$ cat src/rtl/fetch_pkg.sv
// Shared types and constants for the instruction fetch unit.
//
// fetch_entry_t is the prefetch-queue entry. Its fields are sized for the widest
// supported XLEN (FetchXlenMax). Narrower builds zero-extend on write and truncate
// on read, and synthesis removes the constant upper bits.
package fetch_pkg;

  localparam int unsigned FetchXlenMax = 64;

  // Default first fetch address after reset.
  localparam logic [31:0] FetchResetPc = 32'h0000_0000;

  typedef struct packed {
    logic [FetchXlenMax-1:0] instr;
    logic [FetchXlenMax-1:0] pc;
    logic                    misaligned;
  } fetch_entry_t;

endpackage

$ cat src/rtl/fetch_queue.sv
// Prefetch queue: a synchronous FIFO of fetch_entry_t with a flush input.
//
// Ports:
//   clk_i, rst_ni  clock and asynchronous active-low reset
//   flush_i        empties the queue. A push in the same cycle is kept and becomes
//                  the only entry.
//   push_i         push_data_i is written when there is room (or when a pop or flush
//                  frees a slot in the same cycle)
//   pop_i          removes the head entry; ignored when the queue is empty
//   head_o         oldest entry. Only meaningful when empty_o is low.
//   empty_o        queue holds no entries
//   count_o        number of entries held (0..Depth)
module fetch_queue
  import fetch_pkg::*;
#(
  parameter int unsigned Depth = 4
) (
  input  logic                       clk_i,
  input  logic                       rst_ni,
  input  logic                       flush_i,
  input  logic                       push_i,
  input  fetch_entry_t               push_data_i,
  input  logic                       pop_i,
  output fetch_entry_t               head_o,
  output logic                       empty_o,
  output logic [$clog2(Depth):0]     count_o
);

  localparam int unsigned AddrW = $clog2(Depth);
  localparam int unsigned CntW  = AddrW + 1;

  fetch_entry_t   mem_q [Depth];
  logic [AddrW-1:0] wr_ptr_q, wr_ptr_d;
  logic [AddrW-1:0] rd_ptr_q, rd_ptr_d;
  logic [CntW-1:0]  count_q, count_d;
  logic             do_push, do_pop;
  logic [AddrW-1:0] waddr;

  always_comb begin
    do_pop  = pop_i && (count_q != '0) && !flush_i;
    do_push = push_i && ((count_q != CntW'(Depth)) || do_pop || flush_i);
    waddr   = wr_ptr_q;
    if (flush_i) begin
      // Flush restarts both pointers at slot 0. A simultaneous push lands there.
      waddr    = '0;
      rd_ptr_d = '0;
      wr_ptr_d = AddrW'(do_push);
      count_d  = CntW'(do_push);
    end else begin
      // Depth is a power of two, so the pointers wrap naturally.
      rd_ptr_d = rd_ptr_q + AddrW'(do_pop);
      wr_ptr_d = wr_ptr_q + AddrW'(do_push);
      count_d  = count_q + CntW'(do_push) - CntW'(do_pop);
    end
  end

  always_ff @(posedge clk_i or negedge rst_ni) begin
    if (!rst_ni) begin
      wr_ptr_q <= '0;
      rd_ptr_q <= '0;
      count_q  <= '0;
    end else begin
      wr_ptr_q <= wr_ptr_d;
      rd_ptr_q <= rd_ptr_d;
      count_q  <= count_d;
    end
  end

  always_ff @(posedge clk_i or negedge rst_ni) begin
    if (!rst_ni) begin
      for (int i = 0; i < int'(Depth); i++) begin
        mem_q[i] <= '0;
      end
    end else if (do_push) begin
      mem_q[waddr] <= push_data_i;
    end
  end

  assign head_o  = mem_q[rd_ptr_q];
  assign empty_o = (count_q == '0);
  assign count_o = count_q;

endmodule

$ cat src/rtl/fetch_unit.sv
// Instruction fetch unit: issues sequential fetch requests, tags the in-order
// responses with their PC, and buffers them in a prefetch queue for decode.
//
// Parameters: XLEN (address/instruction width), RESET_PC (first fetch address),
//             QDEPTH (queue entries, power of two >= 2),
//             MAX_OUT (maximum outstanding requests, 1..QDEPTH).
// Ports:
//   clk, reset                      clock and asynchronous active-low reset
//   redirect_valid, redirect_pc     branch/jump/trap redirect strobe and target
//   memreq_valid/ready/addr         fetch request handshake
//   memresp_valid/data              in-order response strobe and instruction
//   out_valid/ready                 decode handshake (out_ready low stalls)
//   out_instr/pc/next_pc            head entry instruction, its PC, and PC+4
//   out_misaligned                  head entry is a misaligned-target fault
//
// Build option FETCH_MISALIGN_TRAP_EN: a redirect whose target has nonzero low
// bits pushes one fault entry and stops fetching until the next redirect.
// Without it, the low target bits are cleared and out_misaligned is 0.
module fetch_unit
  import fetch_pkg::*;
#(
  parameter int unsigned     XLEN     = 32,
  parameter logic [XLEN-1:0] RESET_PC = XLEN'(FetchResetPc),
  parameter int unsigned     QDEPTH   = 4,
  parameter int unsigned     MAX_OUT  = 2
) (
  input  logic            clk,
  input  logic            reset,
  input  logic            redirect_valid,
  input  logic [XLEN-1:0] redirect_pc,
  output logic            memreq_valid,
  input  logic            memreq_ready,
  output logic [XLEN-1:0] memreq_addr,
  input  logic            memresp_valid,
  input  logic [XLEN-1:0] memresp_data,
  output logic            out_valid,
  input  logic            out_ready,
  output logic [XLEN-1:0] out_instr,
  output logic [XLEN-1:0] out_pc,
  output logic [XLEN-1:0] out_next_pc,
  output logic            out_misaligned
);

  localparam int unsigned CntW = $clog2(QDEPTH) + 1;

  logic [XLEN-1:0] fetch_pc_q, fetch_pc_d;
  logic [XLEN-1:0] resp_pc_q, resp_pc_d;
  // outstanding_q includes requests whose responses will be dropped.
  logic [CntW-1:0] outstanding_q, outstanding_d;
  logic [CntW-1:0] drop_cnt_q, drop_cnt_d;
  logic            trap_hold_q, trap_hold_d;

  logic            req_fire, resp_in, resp_drop, resp_push;
  logic [CntW:0]   credit_sum;
  logic [XLEN-1:0] redir_pc;
  logic            redir_misaligned;

  fetch_entry_t    push_entry, head;
  logic            q_push, q_pop, q_empty;
  logic [CntW-1:0] q_count;

`ifdef FETCH_MISALIGN_TRAP_EN
  assign redir_pc         = redirect_pc;
  assign redir_misaligned = (redirect_pc[1:0] != 2'b00);
`else
  assign redir_pc         = {redirect_pc[XLEN-1:2], 2'b00};
  assign redir_misaligned = 1'b0;
  logic unused_redir_lsb;
  assign unused_redir_lsb = ^redirect_pc[1:0];
`endif

  // Credit rule: every in-flight request may still land in the queue, so the
  // in-flight and queued entries together must never exceed the queue depth.
  assign credit_sum   = {1'b0, outstanding_q} + {1'b0, q_count};
  assign memreq_valid = reset && !redirect_valid && !trap_hold_q &&
                        (outstanding_q < CntW'(MAX_OUT)) &&
                        (credit_sum < (CntW + 1)'(QDEPTH));
  assign memreq_addr  = fetch_pc_q;

  always_comb begin
    req_fire  = memreq_valid && memreq_ready;
    // Ignore a response when nothing is in flight, so the counters cannot underflow.
    resp_in   = memresp_valid && (outstanding_q != '0);
    resp_drop = resp_in && (drop_cnt_q != '0);
    resp_push = resp_in && (drop_cnt_q == '0) && !redirect_valid;

    outstanding_d = outstanding_q + CntW'(req_fire) - CntW'(resp_in);
    fetch_pc_d    = fetch_pc_q;
    resp_pc_d     = resp_pc_q;
    drop_cnt_d    = drop_cnt_q;
    trap_hold_d   = trap_hold_q;

    if (redirect_valid) begin
      fetch_pc_d  = redir_pc;
      resp_pc_d   = redir_pc;
      // Every request still in flight after this edge belongs to the old path.
      drop_cnt_d  = outstanding_d;
      trap_hold_d = redir_misaligned;
    end else begin
      if (req_fire) begin
        fetch_pc_d = fetch_pc_q + XLEN'(4);
      end
      if (resp_push) begin
        resp_pc_d = resp_pc_q + XLEN'(4);
      end
      if (resp_drop) begin
        drop_cnt_d = drop_cnt_q - CntW'(1);
      end
    end
  end

  always_ff @(posedge clk or negedge reset) begin
    if (!reset) begin
      fetch_pc_q    <= RESET_PC;
      resp_pc_q     <= RESET_PC;
      outstanding_q <= '0;
      drop_cnt_q    <= '0;
      trap_hold_q   <= 1'b0;
    end else begin
      fetch_pc_q    <= fetch_pc_d;
      resp_pc_q     <= resp_pc_d;
      outstanding_q <= outstanding_d;
      drop_cnt_q    <= drop_cnt_d;
      trap_hold_q   <= trap_hold_d;
    end
  end

  // A redirect either pushes the misaligned-fault entry or nothing. Otherwise a
  // live response is pushed with its PC tag.
  always_comb begin
    push_entry = '0;
    if (redirect_valid) begin
      push_entry.pc         = FetchXlenMax'(redir_pc);
      push_entry.misaligned = 1'b1;
    end else begin
      push_entry.instr = FetchXlenMax'(memresp_data);
      push_entry.pc    = FetchXlenMax'(resp_pc_q);
    end
  end

  assign q_push = resp_push || (redirect_valid && redir_misaligned);
  assign q_pop  = out_valid && out_ready;

  fetch_queue #(
    .Depth (QDEPTH)
  ) u_queue (
    .clk_i       (clk),
    .rst_ni      (reset),
    .flush_i     (redirect_valid),
    .push_i      (q_push),
    .push_data_i (push_entry),
    .pop_i       (q_pop),
    .head_o      (head),
    .empty_o     (q_empty),
    .count_o     (q_count)
  );

  // Outputs read as zero while the queue is empty.
  assign out_valid   = !q_empty;
  assign out_instr   = out_valid ? head.instr[XLEN-1:0] : '0;
  assign out_pc      = out_valid ? head.pc[XLEN-1:0] : '0;
  assign out_next_pc = out_valid ? (head.pc[XLEN-1:0] + XLEN'(4)) : '0;

`ifdef FETCH_MISALIGN_TRAP_EN
  assign out_misaligned = out_valid && head.misaligned;
`else
  assign out_misaligned = 1'b0;
`endif

  // The entry fields are wider than XLEN. This sink collects the bits that are
  // not read.
  logic unused_head;
  assign unused_head = ^head;

endmodule

$ cat config.mk
export PLATFORM = sky130hd
export DESIGN_NAME = fetch_unit
export DESIGN_NICKNAME = d
export VERILOG_FILES = /design/src/rtl/fetch_pkg.sv /design/src/rtl/fetch_queue.sv /design/src/rtl/fetch_unit.sv
export SDC_FILE = /design/constraint.sdc
export NUM_CORES = 1
export LEC_CHECK = 0
export CAP_MARGIN = 20
export CORE_MARGIN = 1.5
export CORE_UTILIZATION = 61
export DETAILED_ROUTE_END_ITERATION = 8
export PLACE_DENSITY = 0.84
export SYNTH_ARGS = -nofsm -noshare
export SYNTH_HDL_FRONTEND = slang
export SYNTH_SLANG_ARGS = --single-unit
$ cat constraint.sdc
create_clock -name clk -period 5.6 [get_ports clk]
set_input_delay 0.56 -clock clk [delete_from_list [all_inputs] [get_ports clk]]
set_output_delay 0.56 -clock clk [all_outputs]
set_load 0.03 [all_outputs]
==> results.md, run 1 <==
Timing:
- At the pin with the least slew margin, the transition time is roughly 1 ns.
- The hold violation count in the final report was 0.
- The fmax is around 0.21 GHz.
- Setup repair after global routing left no endpoint under its margin.
- The post-layout minimum cycle time is around 4.7 ns.
- The total count of max-transition violations in the final report is 0.
- Setup violations remaining at the end of the flow were counted as 0.
- The final critical path takes up between 80% and 90% of the cycle.
- The headroom to the max-slew limit is a little under a third.
- The setup TNS is 0 ns.
- For the final database, setup skew stands at 0.01495 ns.

Synthesis:
- The number of flops mapped to enable cells by yosys is 0.
- The count of warnings emitted by yosys is 0.
- In the post-synthesis netlist, the biggest area contributors are dfrtp_1 (49%), mux4_2 (6.6%), nand2_1 (6.2%).
- Averaged over all synthesized cells, the footprint is 10.40 um^2.
- The most used flip-flop cell after synthesis is dfrtp_1.
- Sequential cells were found to cover about half of the synthesized design area.
- After synthesis the netlist holds a flip-flop and latch count of 325.
- The async set or reset register ratio after synthesis is 100.0%.
- Synthesis handed over a netlist of around 1600 instances.
- Yosys mapped the design onto 59 distinct sky130hd cell types.
- The cell area after synthesis is around 16000 um^2.
- The portion of synthesized cell area occupied by the leading cell type is about half.
- The biggest area contributor in the post-synthesis netlist is dfrtp_1.
- Counting instances in the post-synthesis netlist gives the leading cell types as dfrtp_1 (325), nand2_1 (270), o21ai_0 (175).
- The dominant cell by count in the synthesized netlist is dfrtp_1.

Route:
- The first-pass detailed-route iteration total is 5.
- The count of nets left with antenna violations after detail routing is 0.
- The wire length per cell after detailed routing is approximately 20 um.
- The DRC violations left is 0.
- The routed layout has 12939 vias.
- The wire length after detailed routing is a little over 40000 um.
- The first-iteration detailed-routing DRC count is 1329.
- The ratio of routed vias to standard cells is between 6 and 7.

Global routing:
- The via count of the first global-routing pass came to approximately 13000.
- After global routing the overflow that remains totals 0.
- Entering global routing, the biggest net connects 169 pins.
- The initial antenna violation count is 0.
- The first global-routing pass estimated 66750 um of wire.
- The overall global routing resource usage is between 20 and 30%.

Placement:
- Input and output buffers added on the ports amount to 195.
- After detailed placement, the total cell area comes to roughly 19000 um^2.
- The placer's final routability congestion estimate is between 0.8 and 0.9.
- The HPWL after detailed placement is approximately 27000 um.

CTS:
- CTS built an H-tree with a depth of 2.
- Counting every sink on the clock net gives ~330.
- The clock tree from TritonCTS is done.
- The number of clock buffers inserted by TritonCTS is 34.
- Buffers added to address setup during post-CTS repair amount to 0.
- After clock tree synthesis, the clock-pin slew on the worst setup and hold paths is roughly 0.060 ns.
- The number of hold buffers added after cts is 0.
- Gates resized during post-CTS repair numbered 0.
- The cell chosen for the clock root is clkbuf_16.
- The later pin in the worst-skew pair is clocked with a latency of slightly above 0.5 ns.
- The clock passes through at most 3 buffers.

Pwr:
- For this design the ratio of total power to cell area is roughly 430 nW/um^2.
- Summed over all cells, the static leakage comes to approximately 8.4 nW.
- The design draws 8.439 mW.
- VDD sags by at most slightly above 0.3 mV.

Cells and area:
- 0 antenna diodes ended up in the layout.
- The net count of the finished layout is between 1500 and 2000.
- Cells with a size suffix above 1 make up 11.83% of the layout.
- Compared with the post-synthesis result, the final layout area differs by 19.23%.
- The summed area of non-filler cells in the final layout is 19620 um^2.

Die:
- The height of the chip is 167.2 um.
- Row generation in the floorplan step produced 59 rows.
- The die covers ~28000 um^2.
- The number of ports placed on the die boundary is about 200.
- The initial utilization of the core area, before any placement, comes to a little over three fifths.
- The core region is between 20000 and 30000 um^2.
- The die is approximately 170 um wide.

Run:
- The count of maximum capacitance violations is 0.

Setup path:
- The critical path startpoint category is a flip-flop.
- The endpoint identified for the worst register-to-register timing path is u_queue.count_o[2].
- The type of the worst setup path is flip-flop to output pin.
- Data on the critical path is required at its endpoint by 5.04 ns.
- The count of cells along the worst register-to-register path is 11.
- The origin of the critical flop-to-flop path is u_queue.count_o[0].
- STA classifies the critical path endpoint as an output pin.
- The minimum setup slack among reg-to-reg paths is about 1.9 ns.
- The top fanout value on the critical path is 32.
- The arrival time at the worst endpoint is 4.17 ns.

Worst hold path:
- The type of the most critical hold path is primary input to async pin.

Status:
- The flow ran to the end, and the final reports show no timing, DRC or antenna violations.
[metal layers]
metal  track usage [%]  wire (um)  vias to the layer above
met5                 0          0                        -
met4             13.36       1609                        0
met3             3.900       2528                      105
met2             51.05      21060                      537
met1             38.49      16220                     6416
li1                  -          -                     5881
[placed cells by master (no fill, tap or decap), types with 13 or more instances in the layout]
cell type,netlist,layout
xnor2_1,22,22
o21ai_0,175,175
and2_1,72,72
mux2_2,75,75
mux4_2,48,48
dfrtp_1,325,323
clkbuf_16,0,35
nor2_1,114,114
inv_1,18,16
xor2_1,16,16
nor4_1,17,17
mux4_1,15,15
and4_1,13,13
a21oi_1,48,48
or4_1,18,18
buf_4,6,15
nand4_1,16,16
a311oi_1,15,15
ha_1,14,14
mux2i_1,20,20
nand3_1,38,36
nand2_1,270,270
clkdlybuf4s50_1,0,193
nor3_1,23,22
[cell families (layout without fill, tap and decap cells)]
logic type / count (synthesis) / count (layout) / synth area share, %
simple gates: 626 / 626 / 18.25
buf+inv: 127 / 284 / 3.558
compound gates: 291 / 291 / 10.11
flops: 325 / 325 / 49.42
fa+ha+maj: 16 / 16 / 1.308
mux: 158 / 158 / 15.31
other cells: 1 / 3 / 0.02279
xor+xnor: 38 / 38 / 2.022
[state kept, by name, summed over array words and instances, names as in the netlist]
name / count
u_queue.wr_ptr_q: 2
memreq_addr: 30
resp_pc_q: 30
u_queue.mem_q: 252
u_queue.rd_ptr_q: 2
outstanding_q: 3
drop_cnt_q: 3
u_queue.count_o: 3
[through the flow]
stage	hold WS, ns	std cells	util (%)	worst slack, ns
after CTS	0.09758	2076	74.66	0.8495
after detailed placement	0.4659	2021	70.40	1.409
final	0.05778	2076	74.66	0.8743
after global routing	0.1160	2076	74.66	0.6212
after floorplan	0.2644	1584	-	2.215
after global placement	0.4545	2021	70.40	1.418
[final cells by class]
class                      instances  area, um^2
clock buffer                      46       967.2
clock inverter                     9       151.4
fill                            1748        6660
inverter                          18       67.56
multi-input combinational       1132        7792
sequential                       325        8138
tap                              335       419.2
timing repair buffer             211        2085
[worst max-delay path by stage]
stage,from,end,slack (ns),depth (start not counted)
after floorplan,u_queue.rd_ptr_q[0],out_next_pc[24],2.21,9
after global placement,u_queue.rd_ptr_q[0],out_next_pc[31],1.42,6
after detailed placement,u_queue.rd_ptr_q[0],out_next_pc[31],1.41,6
after CTS,u_queue.rd_ptr_q[0],out_next_pc[31],0.85,6
after global routing,u_queue.rd_ptr_q[0],out_next_pc[31],0.62,6
final,u_queue.rd_ptr_q[1],out_next_pc[31],0.87,6
[report_power, final]
| group | internal, mW | total [mW] | leakage, nW | switching (mW) |
|---|---|---|---|---|
| clock network | 1.39 | 2.29 | 0.547 | 0.898 |
| logic | 1.26 | 3.07 | 3.58 | 1.82 |
| registers | 2.75 | 3.08 | 4.31 | 0.327 |
[worst max-delay path, stage by stage, from the launching register on]
cell             delay [ns]
dfrtp_2                0.87
mux4_2                 0.43
nand4_1                0.23
or3_1                  0.61
or4_1                  0.58
a21oi_1                0.21
clkdlybuf4s50_1        0.71
Note: power is estimated with default switching activity, not from simulation.
==> run 2, diff against run 1 <==
CORE_UTILIZATION = 56   (was 61)
PLACE_DENSITY = 0.78   (was 0.84)
clock period = 4.71 ns   (was 5.6 ns; I/O delays follow)
==> results.md, run 2 (synthesis results as in run 1) <==
Cells and area:
- Leaving out fill and tap cells, the most frequent cells in the layout are dfrtp_1 (323), nand2_1 (270), clkdlybuf4s50_1 (193).
- The summed area of non-filler cells in the final layout is roughly 20000 um^2.
- Leaving out fill and tap cells, the most frequent cell in the layout is dfrtp_1.
- The number of filler instances in the final layout is between 2000 and 2500.
- The total inserted antenna cells is 0.
- The area growth from synthesis to layout is 20.57%.
- The net count of the finished layout is approximately 1800.
- Ranked by flip-flop count, first place goes to u_queue.mem_q.
- The register with the most flip-flops in the layout has about 250 of them.
- Cells with a size suffix above 1 make up 12.53% of the layout.

Die:
- The count of standard-cell rows is 62.
- The core footprint is around 29000 um^2.
- The starting density of the core is between 50% and 60%.
- Measured along the x axis, the die boundary spans 174.4 um.
- In this run the vertical extent of the chip is 174.4 um.
- During I/O placement, the number of pins put on the boundary was approximately 200.
- The die area is just over 30000 um^2.

Timing:
- Summed over all failing endpoints, the final setup total negative slack is 0 ns.
- The pin slew with the least headroom to its limit is roughly 1.0 ns.
- Setup repair after global routing left no endpoint under its margin.
- The total count of max-transition violations in the final report is 0.
- The clock arrives with 0.01276 ns of skew.
- Counting I/O delays and the setup requirement, the final critical path takes 4.427 ns.
- The headroom to the max-slew limit is between 30% and 40%.
- The fmax is between 0.2 and 0.25 GHz.
- The hold violation count in the final report is 0.
- In the finished design, the share of the clock period the worst path needs comes to 93.99%.
- The number of endpoints failing setup at the final stage is 0.

Placement:
- The half-perimeter wire length after placement is roughly 28000 um.
- The placer's final routability congestion estimate is between 0.8 and 0.9.
- After detailed placement, the total cell area comes to around 19000 um^2.
- The quantity of I/O buffers inserted on ports is ~200.

Route:
- The first-pass detailed-route iteration total is 5.
- Dividing the detail-routed via count by the number of cells gives 6.050.
- The detailed router placed ~13000 vias in this run.
- The first-iteration detailed-routing DRC count is 1100.
- Dividing the detail-routed wire length by the instance count gives between 15 and 20 um.
- The routed design has 42710 um of wire.
- The DRC violations left is 0.
- The count of nets left with antenna violations after detail routing is 0.

Worst hold path:
- The type of the most critical hold path is primary input to async pin.

Global routing:
- The initial antenna violation count is 0.
- The via count of the first global-routing pass came to ~13000.
- The pin count of the biggest net entering global routing is 77.
- Across every metal layer, demand over resource in global routing totals 28.45%.
- The global-route wire length before repair is 69260 um.
- Summed over all layers, the global routing overflow is 0.

CTS:
- TritonCTS built the clock tree.
- The number of clock buffers inserted by TritonCTS is 35.
- At the later pin of the worst-skew pair, clock insertion delay measures 0.50 ns.
- The cell sitting at the root of the clock tree is a clkbuf_16.
- In this run the deepest clock path goes through 3 buffers.
- The H-tree was split into 2 levels.
- The post-cts gate resize count is 0.
- The total number of clock tree sinks is between 300 and 400.
- The clock-pin slew on the worst setup and hold paths is 0.06 ns.

Pwr:
- In this run the static leakage power is about 8.5 nW.
- VDD sags by at most 0.2415 mV.
- The power density relative to cell area is ~510 nW/um^2.

Setup path:
- Of all nets on the critical path, the largest fanout is 16.
- The worst setup path is of the flip-flop to output pin kind.
- The required time at the endpoint of the critical path is around 4.2 ns.
- The arrival time at the worst endpoint is 3.96 ns.
- The category of the worst setup path capture point is an output pin.
- The critical path startpoint category is a flip-flop.

Run:
- The tool flagged a number of max-cap violations equal to 0.

Status:
- The flow ran to the end, and the final reports show no timing, DRC or antenna violations.
run 2: where the power goes:
part,leakage [nW],total [mW],switching (mW),internal [mW]
registers,4.31,3.64,0.369,3.27
clock network,0.576,2.74,1.10,1.64
logic,3.65,3.75,2.22,1.53
run 2: worst max-delay path, stage by stage (launching register included):
cell             delay [ns]
dfrtp_4                0.62
mux4_1                 0.49
nand4_1                0.25
or3_1                  0.62
or4_1                  0.59
a21oi_1                0.17
clkdlybuf4s50_1        0.69
run 2: worst paths after layout:
path	startpoint	to	slack (ns)	depth (start not counted)
max	u_queue.rd_ptr_q[0]	out_next_pc[25]	0.28	6
min	reset	u_queue.mem_q[459]	0.43	2
max reg2reg	u_queue.count_o[2]	memreq_addr[16]	1.28	8
min reg2reg	u_queue.mem_q[407]	u_queue.mem_q[407]	0.47	2
max in group asynchronous	reset	u_queue.mem_q[144]	2.13	4
min in group clk	u_queue.mem_q[407]	u_queue.mem_q[407]	0.47	2
run 2: layout make-up:
type	instances	area, um^2	area share (%)
clock inverter	8	65.06	0.3279
multi-input combinational	1132	7792	39.27
tap	384	480.5	2.421
inverter	18	67.56	0.3405
sequential	325	8138	41.01
clock buffer	53	1086	5.474
timing repair buffer	220	2212	11.15
run 2: metal layers:
layer	global-route usage (%)	share of wire, %
met2	48.79	51
met1	36.78	41
met4	11.75	3.7
met3	3.456	4.6
met5	0	0
run 2: stage by stage:
| stage | cells | setup WS (ns) | power [mW] | hold slack, ns | util (%) |
|---|---|---|---|---|---|
| floorplan | 1584 | 1.414 | 5.993 | 0.1754 | - |
| global placement | 2077 | 0.7933 | 7.274 | 0.3635 | 64.81 |
| detailed placement | 2077 | 0.7485 | 7.397 | 0.3648 | 64.81 |
| CTS | 2139 | 0.2048 | 10.14 | 0.4301 | 68.85 |
| global route | 2140 | 0.1230 | 10.62 | 0.4520 | 68.94 |
| finish | 2140 | 0.2832 | 10.13 | 0.4281 | 68.94 |
run 2: timing repair:
action	CTS	global route
endpoints found under the setup margin	0	1
setup buffers	0	1
hold buffers	1	0
hold endpoints to repair	36	0
==> RTL change 1 (flow settings as in run 2) <==
The package constant `FetchXlenMax` goes from 64 to 128.
--- a/src/rtl/fetch_pkg.sv
+++ b/src/rtl/fetch_pkg.sv
@@ -7,3 +7,3 @@
 
-  localparam int unsigned FetchXlenMax = 64;
+  localparam int unsigned FetchXlenMax = 128;
 
Function: not settled (the Yosys comparison gave no result); the edit may change what the design does.
==> RTL change 1 against run 2 <==
Via count down 4.5%; sequential cell count unchanged; combinational power is 25% higher; die area down 0.98%; worst setup slack improved by 0.063 ns; power grew 8.7%; synthesized area down 1.0%; clock power down 2%; sequential share of layout area increased by 0.48 points; design area down 1.1%; non-clock buffer count fell by 1; routed wire length decreased by 7.7%; critical path depth is 3 higher; largest power group unchanged.
==> RTL change 1: results (changes against run 2) <==
- The run finished with clean final reports.
- The estimated wirelength of the detail-placed design is 25900 um (-8.7%).
- The count of unique library cells instantiated by Yosys is 51 (-14%).
- The wire length of the first global-routing pass is 64700 um (-6.5%).
- The slew at the pin closest to its max-slew limit is 0.988 ns (-0.0189 ns).
- The sequential-to-total area share from yosys stat is 49.9% (+0.50 points).
- The met2 global-route usage is 42.4% (-6.4 points).
- The total length of routed wires came to 39400 um (-7.7%).
- In this run the critical register-to-register path is captured at drop_cnt_q[2].
- The setup skew after layout is 0.0129 ns (+0.0000989 ns).
- By area the synthesized netlist is led by sky130_fd_sc_hd__dfrtp_1, sky130_fd_sc_hd__mux4_2, sky130_fd_sc_hd__mux2_2.
- The number of DRC markers after the initial detailed-route iteration is 812 (-26%).
- The met3 track demand over resource in global routing is 4.04% (+0.58 points).
- By count the netlist is led by sky130_fd_sc_hd__dfrtp_1, sky130_fd_sc_hd__nand2_1, sky130_fd_sc_hd__nor2_1.
- The critical path's largest stage delay was 0.76 ns (+0.07 ns).
- The cell leakage power is 0.00843 uW (-1.2%).
- The data arrival time at the worst-slack endpoint was 3.89 ns (-0.07 ns).
- The worst IR drop on VDD was 0.295 mV (+22%).
- The class of the worst hold path is input pin to register.
- The number of nets at the end of the flow was 1785 (-1.8%).
- The routing usage on met1 is 39.0% (+2.2 points).
- The via count of the routed design is 12.4k (-4.5%).
- For this design, the slowest cell found on the critical path is sky130_fd_sc_hd__dfrtp_4.
- The pin count of the biggest net entering global routing was 94 (+22%).
- The post-placement setup slack came to 0.721 ns (-0.0280 ns).
- The routability-driven placement congestion ratio was 0.837 (-6.1%).
- The critical-path maximum fanout was 29 (+13).
-- RTL change 1: cell count changes in the layout (fill, tap and decap cells not counted), sizes merged, moves of 19 or more --
cell	delta
nand2	-90
a21oi	+54
mux2i	+19
o21ai	-69
xor2	+19
inv	+34
nor2	+48
-- RTL change 1: worst max-delay path by stage --
stage	from	to	slack (ns)	cells past startpoint
after floorplan	u_queue.rd_ptr_q[0]	out_next_pc[31]	1.62	9
after global placement	u_queue.rd_ptr_q[1]	out_next_pc[30]	0.78	9
after detailed placement	u_queue.rd_ptr_q[1]	out_next_pc[30]	0.72	9
after CTS	u_queue.rd_ptr_q[1]	out_next_pc[30]	0.21	9
after global routing	u_queue.rd_ptr_q[0]	out_next_pc[30]	0.08	9
final	u_queue.rd_ptr_q[0]	out_next_pc[26]	0.35	9
-- RTL change 1: where the power goes --
group / internal (uW) / switching [uW] / leakage (uW) / total (uW)
Combinational: 1970 / 2710 / 0.00361 / 4680
Clock: 1590 / 1090 / 0.000563 / 2680
Sequential: 3280 / 364 / 0.00426 / 3640
-- RTL change 1: area by class of cell --
type | instances | area, um2
Multi-Input combinational cell | 1066 | 7530
Timing Repair Buffer | 219 | 2140
Inverter | 52 | 195
Sequential cell | 325 | 8140
Fill cell | 2085 | 9080
Clock inverter | 11 | 83.8
Clock buffer | 52 | 1040
Tap cell | 384 | 480
-- RTL change 1: logic make-up after synthesis --
family | share of synthesized area, %
simple gates | 16.0
fa+ha+maj | 1.32
compound gates | 9.68
mux | 16.1
other cells | 0.0230
xor+xnor | 2.80
buf+inv | 4.09
flops | 49.9
-- RTL change 1: timing repair --
| item | in CTS | in global routing |
|---|---|---|
| endpoints found under the setup margin | 0 | 3 |
| setup buffers | 0 | 0 |
| endpoints found under the hold margin | 56 | 0 |
| hold buffers | 1 | 0 |
| gates resized for setup | 0 | 1 |
-- RTL change 1: metrics by stage --
stage | hold slack, ns | total power (uW) | std cells | area (um2)
after floorplan | 0.175 | 6640 | 1540 | 16300
after global placement | 0.425 | 8240 | 2044 | 18500
after detailed placement | 0.428 | 8360 | 2044 | 18500
after CTS | 0.197 | 11100 | 2108 | 19600
after global routing | 0.234 | 11600 | 2109 | 19600
final | 0.218 | 11000 | 2109 | 19600
-- RTL change 1: critical path: cells and delay by family, from the launching register on --
kind	cells	cell delay [ns]
buffers and inverters	2	0.90
flip-flops	1	0.76
AND/OR/NAND/NOR	4	0.70
multiplexers	1	0.49
adder cells (fa/ha/maj)	1	0.32
XOR/XNOR	1	0.18
-- RTL change 1: routing by layer --
layer | vias to the layer above | share of wire [%] | routed length, um
li1 | 5715 | - | -
met1 | 6157 | 45 | 17800
met2 | 430 | 47 | 18600
met3 | 57 | 6.1 | 2410
met4 | 0 | 1.7 | 679
met5 | - | 0 | 0
==> RTL change 2 (settings of run 2) <==
Without the edit above. Reset style: synchronous (`reset` and `rst_ni`), changed in 3 clocked blocks. Comments in the files are not updated.
--- a/src/rtl/fetch_queue.sv
+++ b/src/rtl/fetch_queue.sv
@@ -56,3 +56,3 @@
 
-  always_ff @(posedge clk_i or negedge rst_ni) begin
+  always_ff @(posedge clk_i) begin
     if (!rst_ni) begin
@@ -68,3 +68,3 @@
 
-  always_ff @(posedge clk_i or negedge rst_ni) begin
+  always_ff @(posedge clk_i) begin
     if (!rst_ni) begin
--- a/src/rtl/fetch_unit.sv
+++ b/src/rtl/fetch_unit.sv
@@ -111,3 +111,3 @@
 
-  always_ff @(posedge clk or negedge reset) begin
+  always_ff @(posedge clk) begin
     if (!reset) begin
Formal check against the unedited RTL: differs if reset is asserted again (counterexample within 4 cycles, from zero or initial values and one cycle with reset low); with reset held inactive, the same outputs for 4 cycles.
==> RTL change 2 against run 2 <==
Clock skew up 0.0051 ns; worst setup slack gained 0.061 ns; global-route usage is 1.9 points lower; routed wire length down 9.0%; largest cell class unchanged; synthesized area is 3.2% lower; design area is 2.6% lower; sequential cell count shrank 4.
Power is not compared: it rests on default switching activity, and its combinational part moved more than twofold at a synthesized area within 25%.
==> RTL change 2: results (changes against run 2) <==
- The run finished with clean final reports.
- The post-placement setup slack came to 0.903 ns (+0.155 ns).
- The number of DRC markers after the initial detailed-route iteration is 1107 (+0.64%).
- The wire length on met1 is 16600 um (-4.3%).
- The sum of met2 wire segment lengths after detailed routing came to 18300 um (-16%).
- Sorting the synthesized cells by area gives the leading types as sky130_fd_sc_hd__edfxtp_1, sky130_fd_sc_hd__dfxtp_1, sky130_fd_sc_hd__mux4_2.
- The critical-path maximum fanout is 27 (+11).
- The pin count of the biggest net entering global routing came to 83 (+7.8%).
- The count of unique library cells instantiated by Yosys is 66 (+12%).
- The wire length of the first global-routing pass is 60000 um (-13%).
- The flip-flop and latch area is 8910 um2 (+9.5%).
- The setup skew after layout came to 0.0179 ns (+0.00514 ns).
- Following the worst setup path forward leads to its endpoint at out_next_pc[31].
- The worst hold slack came to 0.347 ns (-0.0808 ns).
- The maximum operating frequency was 0.229 GHz (+1.4%).
- The worst reg-to-reg setup slack is 1.10 ns (-0.18 ns).
- The commonest cells after synthesis are sky130_fd_sc_hd__edfxtp_1, sky130_fd_sc_hd__nor2_1, sky130_fd_sc_hd__dfxtp_1.
- The CTS buffer count is 34 (-2.9%).
- In this run the critical register-to-register path is captured at u_queue.count_o[2].
- The estimated wirelength of the detail-placed design came to 24400 um (-14%).
- The via count of the routed design is 11.6k (-10%).
- The tightest min-delay check is of the input pin to register type.
- The routed length on met3 was 3140 um (+58%).
- The starting utilization of the core area came to 57.2% (about the same).
- The slew at the pin closest to its max-slew limit came to 0.891 ns (-0.116 ns).
- The instance area after placement came to 18200 um2 (-2.6%).
- The number of detailed-routing iterations run before antenna repair is 7 (+2).
- The met2 global-route usage came to 41.6% (-7.1 points).
- The met3 track demand over resource in global routing came to 3.80% (+0.34 points).
- The path depth of the worst reg2reg path is 12 (+4).
- The routing usage on met1 is 38.2% (+1.4 points).
- The number of antenna violations at the first check in global routing is 1 (+1).
- The mean instance size in the synthesized netlist is 11.6 um2 (+11%).
- The total length of routed wires is 38900 um (-9.0%).
- The worst register-to-register path begins at u_queue.count_o[1].
## RTL change 2: cell families after synthesis
logic type                 after synthesis  synth area share [%]
other                                    1                0.0235
buffers and inverters                  156                  4.31
AOI/OAI and AO/OA                      161                  6.16
adders and majority gates               16                  1.35
and+or+nand+nor                        577                  18.3
muxes                                   91                  11.0
DFF                                    321                  55.9
xor gates and xnor gates                52                  2.86
## RTL change 2: layout make-up
| class | instances | share of cell area, % |
|---|---|---|
| Inverter | 56 | 1.09 |
| Timing Repair Buffer | 221 | 11.4 |
| Antenna cell | 1 | 0.0130 |
| Clock buffer | 46 | 5.02 |
| Tap cell | 378 | 2.45 |
| Clock inverter | 16 | 0.790 |
| Multi-Input combinational cell | 904 | 33.1 |
| Sequential cell | 321 | 46.1 |
## RTL change 2: worst max-delay path: cells and delay by family, from the launching register on
kind                   cells  cell delay [ns]
AO/OA/AOI/OAI              1             0.19
AND/OR/NAND/NOR            3             1.35
flip-flops                 1             0.66
multiplexers               1             0.45
buffers and inverters      1             0.70
